**config.mk**
```make
export PLATFORM = sky130hd
export DESIGN_NAME = wide_add_sequencer
export DESIGN_NICKNAME = d
export VERILOG_FILES = /design/src/rtl/wide_add_sequencer.sv
export SDC_FILE = /design/constraint.sdc
export NUM_CORES = 1
export LEC_CHECK = 0
export CAP_MARGIN = 20
export CORE_MARGIN = 4
export CORE_UTILIZATION = 56
export CTS_BUF_LIST = sky130_fd_sc_hd__clkbuf_8 sky130_fd_sc_hd__clkbuf_16
export DETAILED_ROUTE_END_ITERATION = 12
export HOLD_SLACK_MARGIN = 0.03
export PLACE_DENSITY = 0.87
export SKIP_LAST_GASP = 1
export SLEW_MARGIN = 10
export SYNTH_ARGS = -nofsm -noshare
export SYNTH_HDL_FRONTEND = slang
export SYNTH_SLANG_ARGS = --single-unit
```
**constraint.sdc**
```tcl
create_clock -name CLK -period 34.5 [get_ports CLK]
set_input_delay 10.35 -clock CLK [delete_from_list [all_inputs] [get_ports CLK]]
set_output_delay 10.35 -clock CLK [all_outputs]
set_load 0.02 [all_outputs]
```
**src/rtl/wide_add_sequencer.sv**
```systemverilog
// Wide add/subtract built from one W-bit slice plus a carry register.
// Ports: CLK/RST, in_valid/in_ready + op_a/op_b/sub in, out_valid/out_ready + sum/carry_out/ovf out, busy.
module wide_add_sequencer #(
  parameter int W     = 32,
  parameter int WORDS = 4
) (
  input  logic               CLK,
  input  logic               RST,
  input  logic               in_valid,
  output logic               in_ready,
  input  logic [WORDS*W-1:0] op_a,
  input  logic [WORDS*W-1:0] op_b,
  input  logic               sub,
  output logic               out_valid,
  input  logic               out_ready,
  output logic [WORDS*W-1:0] sum,
  output logic               carry_out,
  output logic               ovf,
  output logic               busy
);

  localparam int TW = WORDS * W;
  localparam int KW = $clog2(WORDS);

  typedef enum logic [1:0] {
    IDLE = 2'd0,
    RUN  = 2'd1,
    DONE = 2'd2
  } state_t;

  state_t          state_q, state_d;
  logic [KW-1:0]   k_q, k_d;
  logic            c_q, c_d;
  logic [TW-1:0]   a_q, a_d;
  logic [TW-1:0]   b_q, b_d;
  logic            sub_q, sub_d;
  logic [TW-1:0]   sum_q, sum_d;
  logic            cout_q, cout_d;
  logic            ovf_q, ovf_d;

  logic [W-1:0]    a_w;
  logic [W-1:0]    b_w;
  logic [W-1:0]    bx;
  logic [W:0]      sl;
  logic            top_cin;

  // Current word of each operand; constant indices keep the
  // part selects simple.
  always_comb begin
    a_w = '0;
    b_w = '0;
    for (int i = 0; i < WORDS; i++) begin
      if (k_q == KW'(i)) begin
        a_w = a_q[i*W +: W];
        b_w = b_q[i*W +: W];
      end
    end
  end

  assign bx = b_w ^ {W{sub_q}};
  assign sl = {1'b0, a_w} + {1'b0, bx} + {{W{1'b0}}, c_q};
  // Carry into the slice MSB, recovered from its sum bit.
  assign top_cin = sl[W-1] ^ a_w[W-1] ^ bx[W-1];

  always_comb begin
    state_d = state_q;
    k_d     = k_q;
    c_d     = c_q;
    a_d     = a_q;
    b_d     = b_q;
    sub_d   = sub_q;
    sum_d   = sum_q;
    cout_d  = cout_q;
    ovf_d   = ovf_q;
    unique case (state_q)
      IDLE: begin
        if (in_valid) begin
          a_d     = op_a;
          b_d     = op_b;
          sub_d   = sub;
          c_d     = sub;
          k_d     = '0;
          state_d = RUN;
        end
      end
      RUN: begin
        c_d = sl[W];
        for (int i = 0; i < WORDS; i++) begin
          if (k_q == KW'(i)) begin
            sum_d[i*W +: W] = sl[W-1:0];
          end
        end
        if (k_q == KW'(WORDS - 1)) begin
          cout_d  = sl[W];
          ovf_d   = top_cin ^ sl[W];
          state_d = DONE;
        end else begin
          k_d = k_q + 1'b1;
        end
      end
      DONE: begin
        if (out_ready) begin
          state_d = IDLE;
        end
      end
      default: state_d = IDLE;
    endcase
  end

  always_ff @(posedge CLK or posedge RST) begin
    if (RST) begin
      state_q <= IDLE;
      k_q     <= '0;
      c_q     <= 1'b0;
      a_q     <= '0;
      b_q     <= '0;
      sub_q   <= 1'b0;
      sum_q   <= '0;
      cout_q  <= 1'b0;
      ovf_q   <= 1'b0;
    end else begin
      state_q <= state_d;
      k_q     <= k_d;
      c_q     <= c_d;
      a_q     <= a_d;
      b_q     <= b_d;
      sub_q   <= sub_d;
      sum_q   <= sum_d;
      cout_q  <= cout_d;
      ovf_q   <= ovf_d;
    end
  end

  assign in_ready  = (state_q == IDLE);
  assign out_valid = (state_q == DONE);
  assign busy      = (state_q != IDLE);
  assign sum       = sum_q;
  assign carry_out = cout_q;
  assign ovf       = ovf_q;

endmodule

```
==> impl_metrics.py <==
metrics = {
    "run_status": {
        "status": "complete, no violations",
    },
    "placed_design": {
        "place.gp.congestion": 0.880,
        "port_buffers": 393,
        "dpl.hpwl_um": 38700,
    },
    "drt": {
        "dr.first_iter.drc_count": 1054,
        "vias": 14700,
        "postRouteAntennaNets": 0,
        "wl_per_cell_um": 20.8,
        "drc": 0,
        "dr.pass1.iters": 5,
        "vias_per_cell": 5.71,
        "drt-total-wl_um": 53800,
    },
    "layout": {
        "drive_above_1_share_pct": 17.4,
        "area_growth_pct": 31.3,
        "nNetsFinal": 2394,
        "fill_cells": 2179,
    },
    "die": {
        "die_y_um": 190,
        "start_util_pct": 56.8,
        "core_area_sq_mm": 0.0325,
        "ios": 394,
        "die_area_sq_mm": 0.0360,
        "num_rows": 66,
        "die_w_um": 190,
    },
    "cts": {
        "root_buffer": "clkbuf_16",
        "clkTransAtPathRegs_ns": 0.06,
        "ctsLongestPathBuffers": 3,
        "cts_resized": 0,
        "cts_setup_buffers": 0,
        "numCtsBuffers": 41,
        "cts_tree": "built",
        "cts.htree.levels": 2,
        "cts_sinks": 392,
        "cts.hold.buffers_added": 0,
        "clk_latency_ns": 0.53,
    },
    "logic_synthesis": {
        "ys.flop_type": "dfrtp_1",
        "ys_async_sr_fraction_pct": 100,
        "synth_area_sq_mm": 0.0185,
        "synth_top_cells_by_area": "dfrtp_1, mux2_2, o21ai_0",
        "synthesis.nets": 2054,
        "netlist-cell-type-count": 57,
        "synth_seq_cells": 392,
        "synth_seq_area_share_pct": 53.1,
        "synth.avg_cell_area_sq_um": 10.5,
        "yosys.area.top_type": "dfrtp_1",
        "synth_enable_flop_cells": 0,
        "synthCells": 1756,
        "yosys_warnings": 0,
        "synthDominantCellAreaShare_pct": 53.1,
    },
    "hold_path": {
        "hp-class": "reg2reg",
    },
    "global_routing": {
        "grt_pass1_vias": 15100,
        "grt_usage_pct": 29.1,
        "grtUsageMet3_pct": 6.44,
        "grt_use_met2_pct": 47.9,
        "grt_pass1_wl_um": 82900,
        "top_usage_layer": "met2",
        "grt_max_degree": 135,
        "overflow": 0,
        "antenna_found_initial": 15,
        "grt_util_met1_pct": 37.6,
    },
    "timing": {
        "tightest_slew_ns": 1.10,
        "finalCritPeriodShare_pct": 38.9,
        "timing.fmax_ghz": 0.0744,
        "grt_setup_unrepaired": "no",
        "finalSetupViolCount": 0,
        "clock_skew_ns": 0.0265,
        "tns_ns": 0,
        "hold_violations": 0,
        "slew_violations": 0,
        "layout_min_cycle_time_ns": 13.44,
        "slew_headroom_pct": 26.6,
    },
    "setup_path": {
        "cp.arrival_ns": 13.85,
        "crit_path_end_kind": "register",
        "max_stage_delay_ns": 0.95,
        "critPathBufInv": 3,
        "critPathSlowestCell": "buf_4",
        "setup.worst_path.start_class": "primary input",
        "worst-setup-path-type": "in2reg",
        "critical_path_peak_fanout": 84,
        "cp_cell_sequence": "clkdlybuf4s50_1, and2_4, buf_4, buf_4, mux2_2",
        "cp_common_cell": "buf_4",
        "cp_top_family": "buffers and inverters",
        "required_ns": 34.91,
    },
    "run": {
        "cap_violations": 0,
    },
}
[area by class of cell]
class	instances	area, sq um	share of cell area (%)
repair buffers	410	4140	17.1
diodes	14	35.0	0.144
flip-flops and latches	392	9810	40.4
clock inverters	23	219	0.902
clock buffers	52	1200	4.94
multi-input cells	1235	8240	33.9
inverters	16	67.6	0.278
well taps	442	553	2.28
[tightest hold or removal path: stages, from the launching register on]
cell and delay, ns:
dfrtp_1 0.34, nand2_1 0.04, o21ai_0 0.06
[sequential cells by signal, indices dropped and copies added (netlist names)]
register / cells
k_q: 2
c_q: 1
ovf: 1
b_q: 128
sum: 128
state_q: 2
sub_q: 1
a_q: 128
carry_out: 1
[metal layers]
metal,routed length (um),part of all wire [%]
met2,26200,49
met3,4200,7.8
met4,2210,4.1
met1,21100,39
met5,55,0.10
[layout by cell type, fill, tap and decap left out, types with 11 or more instances in the layout]
cell type        instances
clkdlybuf4s50_1        393
dfrtp_1                391
mux2_2                 258
nand2_1                256
o21ai_0                203
a21oi_1                146
nor2_1                 136
xor2_1                  44
clkbuf_16               43
ha_1                    31
inv_1                   20
a21o_1                  16
xnor2_1                 16
diode_2                 14
nand3_1                 13
clkinv_2                11
buf_4                   11
[cell families (layout without fill, tap and decap cells)]
family,Yosys count,count (layout),share of synthesized area (%)
other,0,14,0
AO/OA/AOI/OAI,426,426,13.0
XOR/XNOR,61,61,2.96
AND/OR/NAND/NOR,452,452,9.90
multiplexers,259,259,15.8
adder cells (fa/ha/maj),37,37,2.59
buffers and inverters,129,501,2.67
flip-flops,392,392,53.1
[final timing paths]
kind / startpoint / end / slack (ns) / cells after the start
min in group asynchronous: RST / a_q[4] / 10.44 / 2
setup / recovery: in_valid / a_q[50] / 21.06 / 5
hold reg to reg: sum[126] / sum[126] / 0.48 / 2
max in group asynchronous: RST / b_q[103] / 22.69 / 4
setup reg to reg: k_q[1] / sum[94] / 28.73 / 19
hold / removal: sum[126] / sum[126] / 0.48 / 2
[per-stage QoR]
step | hold WS [ns] | worst slack, ns | utilization [%] | instance area [sq um] | cells
3_5_place_dp | 0.469 | 20.57 | 69.7 | 22700 | 2489
6_report | 0.480 | 21.06 | 74.6 | 24300 | 2584
4_1_cts | 0.482 | 21.13 | 74.1 | 24100 | 2564
2_1_floorplan | 0.481 | 13.25 | - | 18500 | 1756
3_3_place_gp | 0.461 | 20.66 | 69.7 | 22700 | 2489
5_1_grt | 0.496 | 20.93 | 74.6 | 24300 | 2580
[cell usage after synthesis (8+ instances only)]
library cell,number
a21o_1,16
a21oi_1,146
a22oi_1,9
buf_1,21
clkbuf_1,90
dfrtp_1,392
ha_1,35
inv_1,16
mux2_2,258
nand2_1,260
nand3_1,13
nor2_1,136
nor3_1,8
o21a_1,8
o21ai_0,203
xnor2_1,16
xor2_1,44
Power is left out: the tool's default activity adds up to more than one toggle a clock period on the data nets, which glitch-free logic cannot reach.
==> variant 1 (config.mk and constraints unchanged) <==
Encoding of `state_t`: now one-hot (3 bits for 3 states).
--- a/src/rtl/wide_add_sequencer.sv
+++ b/src/rtl/wide_add_sequencer.sv
@@ -23,8 +23,8 @@
   localparam int KW = $clog2(WORDS);
 
-  typedef enum logic [1:0] {
-    IDLE = 2'd0,
-    RUN  = 2'd1,
-    DONE = 2'd2
+  typedef enum logic [2:0] {
+    IDLE = 3'b001,
+    RUN  = 3'b010,
+    DONE = 3'b100
   } state_t;
 
Behaviour: same outputs for any inputs over 4 cycles, from zero or initial values and one cycle with RST high; so few cycles prove little.
==> variant 1 against the unedited design <==
- setup slack improved by 550 ps
- routed wire length increased by 4.3%
- non-clock buffer count decreased by 2
- first-iteration DRC count increased by 37%
- design area decreased by 0.72%
- global-route usage increased by 1.2 points
- sequential cell count increased by 1
- fmax increased by 4.2%
- core utilization decreased by 0.72 points
- synthesized area increased by 0.29%
- highest routed layer unchanged
==> variant 1: results (changes against the unedited design) <==
| Metric | Value |
|---|---|
| Overall global routing resource usage | 30.3% (+1.2 points) |
| Placed insts | 2997 (+20%) |
| Initial antenna violation count | 7 (-8) |
| Commonest cells in the netlist | 1042 x nand2_1, 392 x dfrtp_1, 198 x o21ai_0 |
| Tmin final | 12890 ps (-546 ps) |
| Maximum number of pins on one net before global-route repair | 166 (+23%) |
| Fill cells | 2285 (+4.9%) |
| Largest cells by area after synthesis | dfrtp_1 53%, nand2_1 21%, o21ai_0 5.3% |
| GP Congestion | 0.909 (+3.3%) |
| Syn avg cell area | 8.08 µm² (-23%) |
| Total wire length | 56.1 mm (+4.3%) |
| Skew final | 20.6 ps (-5.87 ps) |
| Post-Syn Nets | 2592 (+26%) |
| Crit Path Max Fanout | 165 (+96%) |
| Via count of the first global-routing pass | 16660 (+10%) |
| R2r setup slk | 28890 ps (+160 ps) |
| DR vias/cell | 5.57 (-2.4%) |
| Yosys cell types | 59 (+3.5%) |
| Status | completed |
| Initial DRC count | 1439 (+37%) |
| Hpwl dp | 39.0 mm (+0.87%) |
| Seq/Total Area, Yosys | 53.1% (about the same) |
| Layout cell share with drive strength beyond 1 | 3.96% (-13 points) |
| Net count, final | 2898 (+21%) |
| Worst-Margin Slew | 1030 ps (-72.8 ps) |
| Worst path arrival time | 13390 ps (-460 ps) |
| Num CTS Buffers | 40 (-2.4%) |
| Place WS | 20980 ps (+410 ps) |
| Wire per inst | 18.3 µm (-12%) |
| Drt first pass iters | 7 (+2) |
| Reg clk slew, reported paths | 60 ps (about the same) |
| First-pass GRT wire length | 87.6 mm (+5.7%) |
## variant 1: cell types whose count changed after synthesis, sizes merged, moves of 6 or more
cell | unedited run | this run
nand2 | 260 | 1042
o211ai | 2 | 8
mux2 | 258 | 1
clkbuf | 90 | 125
nor3 | 9 | 3
## variant 1: cells by family (layout without fill, tap and decap cells)
kind of cell             count (synthesis)  after routing  share of synthesized area (%)
AO/OA/AOI/OAI                          427            427                           12.9
XOR/XNOR                                61             61                           3.00
adder cells (fa/ha/maj)                 37             37                           2.58
buffers and inverters                  161            494                           3.31
flip-flops                             393            393                           53.1
multiplexers                             1              1                         0.0607
other                                    0              4                              0
AND/OR/NAND/NOR                       1214           1214                           25.1
## variant 1: area by class of cell
type,count,share of cell area (%)
sequential,393,40.8
inverter,17,0.296
timing repair buffer,408,17.0
clock buffer,48,4.66
antenna,4,0.0415
clock inverter,21,1.01
multi-input combinational,1740,33.8
tap,442,2.30
## variant 1: through the flow
| step | instance area, µm² | hold WS, ps |
|---|---|---|
| 6_report | 24100 | 472 |
| 5_1_grt | 24100 | 484 |
| 4_1_cts | 24000 | 473 |
| 3_5_place_dp | 22600 | 458 |
| 3_3_place_gp | 22600 | 456 |
| 2_1_floorplan | 18500 | 437 |
## variant 1: path summary, 6_finish.rpt
| check | from | endpoint | depth (start not counted) |
|---|---|---|---|
| hold reg to reg | b_q[105] | b_q[105] | 2 |
| setup / recovery | RST | a_q[123] | 4 |
| setup reg to reg | k_q[0] | sum[58] | 15 |
| max in group CLK | state_q[0] | in_ready | 2 |
| hold / removal | b_q[105] | b_q[105] | 2 |
| min in group asynchronous | RST | sum[102] | 2 |
## variant 1: critical path, stage by stage
cell and delay [ps]:
clkdlybuf4s50_1 510, inv_8 670, buf_12 690, buf_4 900
## variant 1: layer usage
layer	global-route usage (%)	vias to the layer above	part of all wire (%)
met5	0	-	0.071
met4	12.5	6	4.2
met3	6.86	157	9.1
met2	48.2	873	47
met1	40.8	8091	40
li1	-	7986	-
## variant 1: power by group through the flow
stage / sequential [W] / combinational [W] / clock, W
floorplan: 0.000824 / 0.000897 / 0
global placement: 0.000781 / 0.00137 / 0
detailed placement: 0.000793 / 0.00142 / 0
CTS: 0.000788 / 0.00145 / 0.000452
global route: 0.000813 / 0.00160 / 0.000473
finish: 0.000790 / 0.00146 / 0.000448
==> variant 2 (same flow settings) <==
Made on the original files. Change the parameter `W` from 32 to 40.
--- a/src/rtl/wide_add_sequencer.sv
+++ b/src/rtl/wide_add_sequencer.sv
@@ -2,5 +2,5 @@
 // Ports: CLK/RST, in_valid/in_ready + op_a/op_b/sub in, out_valid/out_ready + sum/carry_out/ovf out, busy.
 module wide_add_sequencer #(
-  parameter int W     = 32,
+  parameter int W     = 40,
   parameter int WORDS = 4
 ) (
Interface: changed (resized op_a, op_b and sum); port bits go from 394 to 490. No check against the original RTL was run, so the function may have changed too.
==> variant 2 against the unedited design <==
- setup slack got worse by 910 ps
- cell count is 26% higher
- design area grew 27%
- synthesized area grew 28%
- global-route usage increased by 2.4 points
- via count up 32%
- routed wire length rose by 39%
- critical path depth is 2 higher
- worst hold slack worse by 5.2 ps
- synthesized cell count grew 30%
- sequential cell count rose by 96
- critical endpoint is now b_q[129]
- largest cell class unchanged
Power is left out: the tool's default activity adds up to more than one toggle a clock period on the data nets, which glitch-free logic cannot reach.
==> variant 2: results (changes against the unedited design) <==
| Metric | Value |
|---|---|
| Post-cts resize count | 0 (unchanged) |
| Clk_lat worst skew | 590 ps (+60 ps) |
| Num CTS Buffers | 49 (+20%) |
| Max incr delay on CP | 880 ps (-70 ps) |
| DR vias/cell | 5.96 (+4.4%) |
| Via count of the first global-routing pass | 19822 (+31%) |
| Critical path's top delay family | buffers and inverters |
| Crit path launch | in_valid |
| Post-Syn Nets | 2646 (+29%) |
| Skew final | 21.5 ps (-5.00 ps) |
| Max_cap viols | 0 (unchanged) |
| Overall global routing resource usage | 31.5% (+2.4 points) |
| Worst path arrival time | 14810 ps (+960 ps) |
| Slowest-stage cell, CP | buf_4 |
| Initial DRC count | 1929 (+83%) |
| R2r setup slk | 28240 ps (-490 ps) |
| Drt first pass iters | 5 (unchanged) |
| Largest cells by area after synthesis | dfrtp_1 51%, mux2_2 15%, o21ai_0 5.3% |
| Slew HR | 19.8% (-6.8 points) |
| I/O Buffers | 489 (+24%) |
| Post-CTS setup buffers | 0 (unchanged) |
| Maximum number of pins on one net before global-route repair | 120 (-11%) |
| Initial antenna violation count | 9 (-6) |
| Crit Path Max Fanout | 81 (-3.6%) |
| Reg clk slew, reported paths | 60 ps (about the same) |
| Status | completed |
| R2r endpoint | sum[38] |
| H-tree depth | 2 (unchanged) |
| Worst setup endpoint | b_q[129] |
| Worst reg2reg path startpoint | k_q[1] |
| YS warnings | 0 (unchanged) |
| CTS max path bufs | 3 (unchanged) |
| Wire per inst | 22.9 µm (+9.8%) |
| Ys async rst share | 100% (unchanged) |
| Seq/Total Area, Yosys | 51.5% (-1.6 points) |
| First-pass GRT wire length | 112 mm (+35%) |
| Commonest cells in the netlist | 488 x dfrtp_1, 331 x nand2_1, 320 x mux2_2 |
| Worst Hold Class | register to register |
| GP Congestion | 0.925 (+5.2%) |
| Net count, final | 3047 (+27%) |
| Clk root buf | clkbuf_16 |
| R2R depth | 19 (unchanged) |
| Yosys cell types | 71 (+25%) |
| Hpwl dp | 53.5 mm (+38%) |
| Layout cell share with drive strength beyond 1 | 17.1% (-0.33 points) |
## variant 2: worst min-delay path by stage
stage / start / to / slack, ps / cells past startpoint
6_report: sum[139] / sum[139] / 480 / 2
5_1_grt: sum[150] / sum[150] / 500 / 2
4_1_cts: sum[139] / sum[139] / 480 / 2
3_5_place_dp: sum[139] / sum[139] / 460 / 2
3_3_place_gp: sum[120] / sum[120] / 460 / 2
2_1_floorplan: c_q / c_q / 460 / 1
## variant 2: per-layer routing
metal	wire (µm)	global-route usage, %	vias up
met4	4250	16.4	0
met5	0	0	-
met1	28400	39.8	9519
met3	5140	4.67	223
met2	36800	53.0	892
li1	-	-	8802
## variant 2: worst reg2reg max path: stages, from the launching register on
cell and delay (ps):
dfrtp_1 470, inv_1 170, ha_4 150, buf_4 720
buf_4 660, nor2_1 120, a21oi_1 140, nor2_1 50
a21oi_1 140, o21ai_0 140, xor2_1 220, ha_1 650
nand3_1 160, nor3_2 290, o21ai_0 180, o221ai_2 350
o21bai_1 170, nand4_1 110, nor3b_1 960, o21ai_0 230
## variant 2: final cells by class
class	count	area, µm²
Clock inverter	25	302
Fill cell	2761	11200
Timing Repair Buffer	514	5160
Clock buffer	64	1460
Antenna cell	9	22.5
Sequential cell	488	12200
Inverter	22	90.1
Tap cell	539	674
Multi-Input combinational cell	1602	10800
## variant 2: metrics by stage
| stage | cells | hold WS [ps] | util, % | worst slack, ps | area [µm²] |
|---|---|---|---|---|---|
| after global placement | 3160 | 460 | 68.8 | 19470 | 28800 |
| after floorplan | 2276 | 460 | - | 10530 | 23700 |
| after CTS | 3250 | 478 | 73.0 | 20000 | 30600 |
| after global routing | 3262 | 496 | 73.3 | 20010 | 30700 |
| after detailed placement | 3161 | 465 | 68.8 | 19380 | 28800 |
| final | 3263 | 475 | 73.3 | 20160 | 30700 |
## variant 2: logic make-up (layout without fill, tap and decap cells)
group / Yosys count / after routing / synth area share (%)
simple gates: 601 / 601 / 10.9
buf+inv: 186 / 625 / 3.16
xor+xnor: 67 / 67 / 2.47
compound gates: 565 / 565 / 14.2
other cells: 0 / 9 / 0
flops: 488 / 488 / 51.5
fa+ha+maj: 45 / 45 / 2.44
mux: 324 / 324 / 15.4
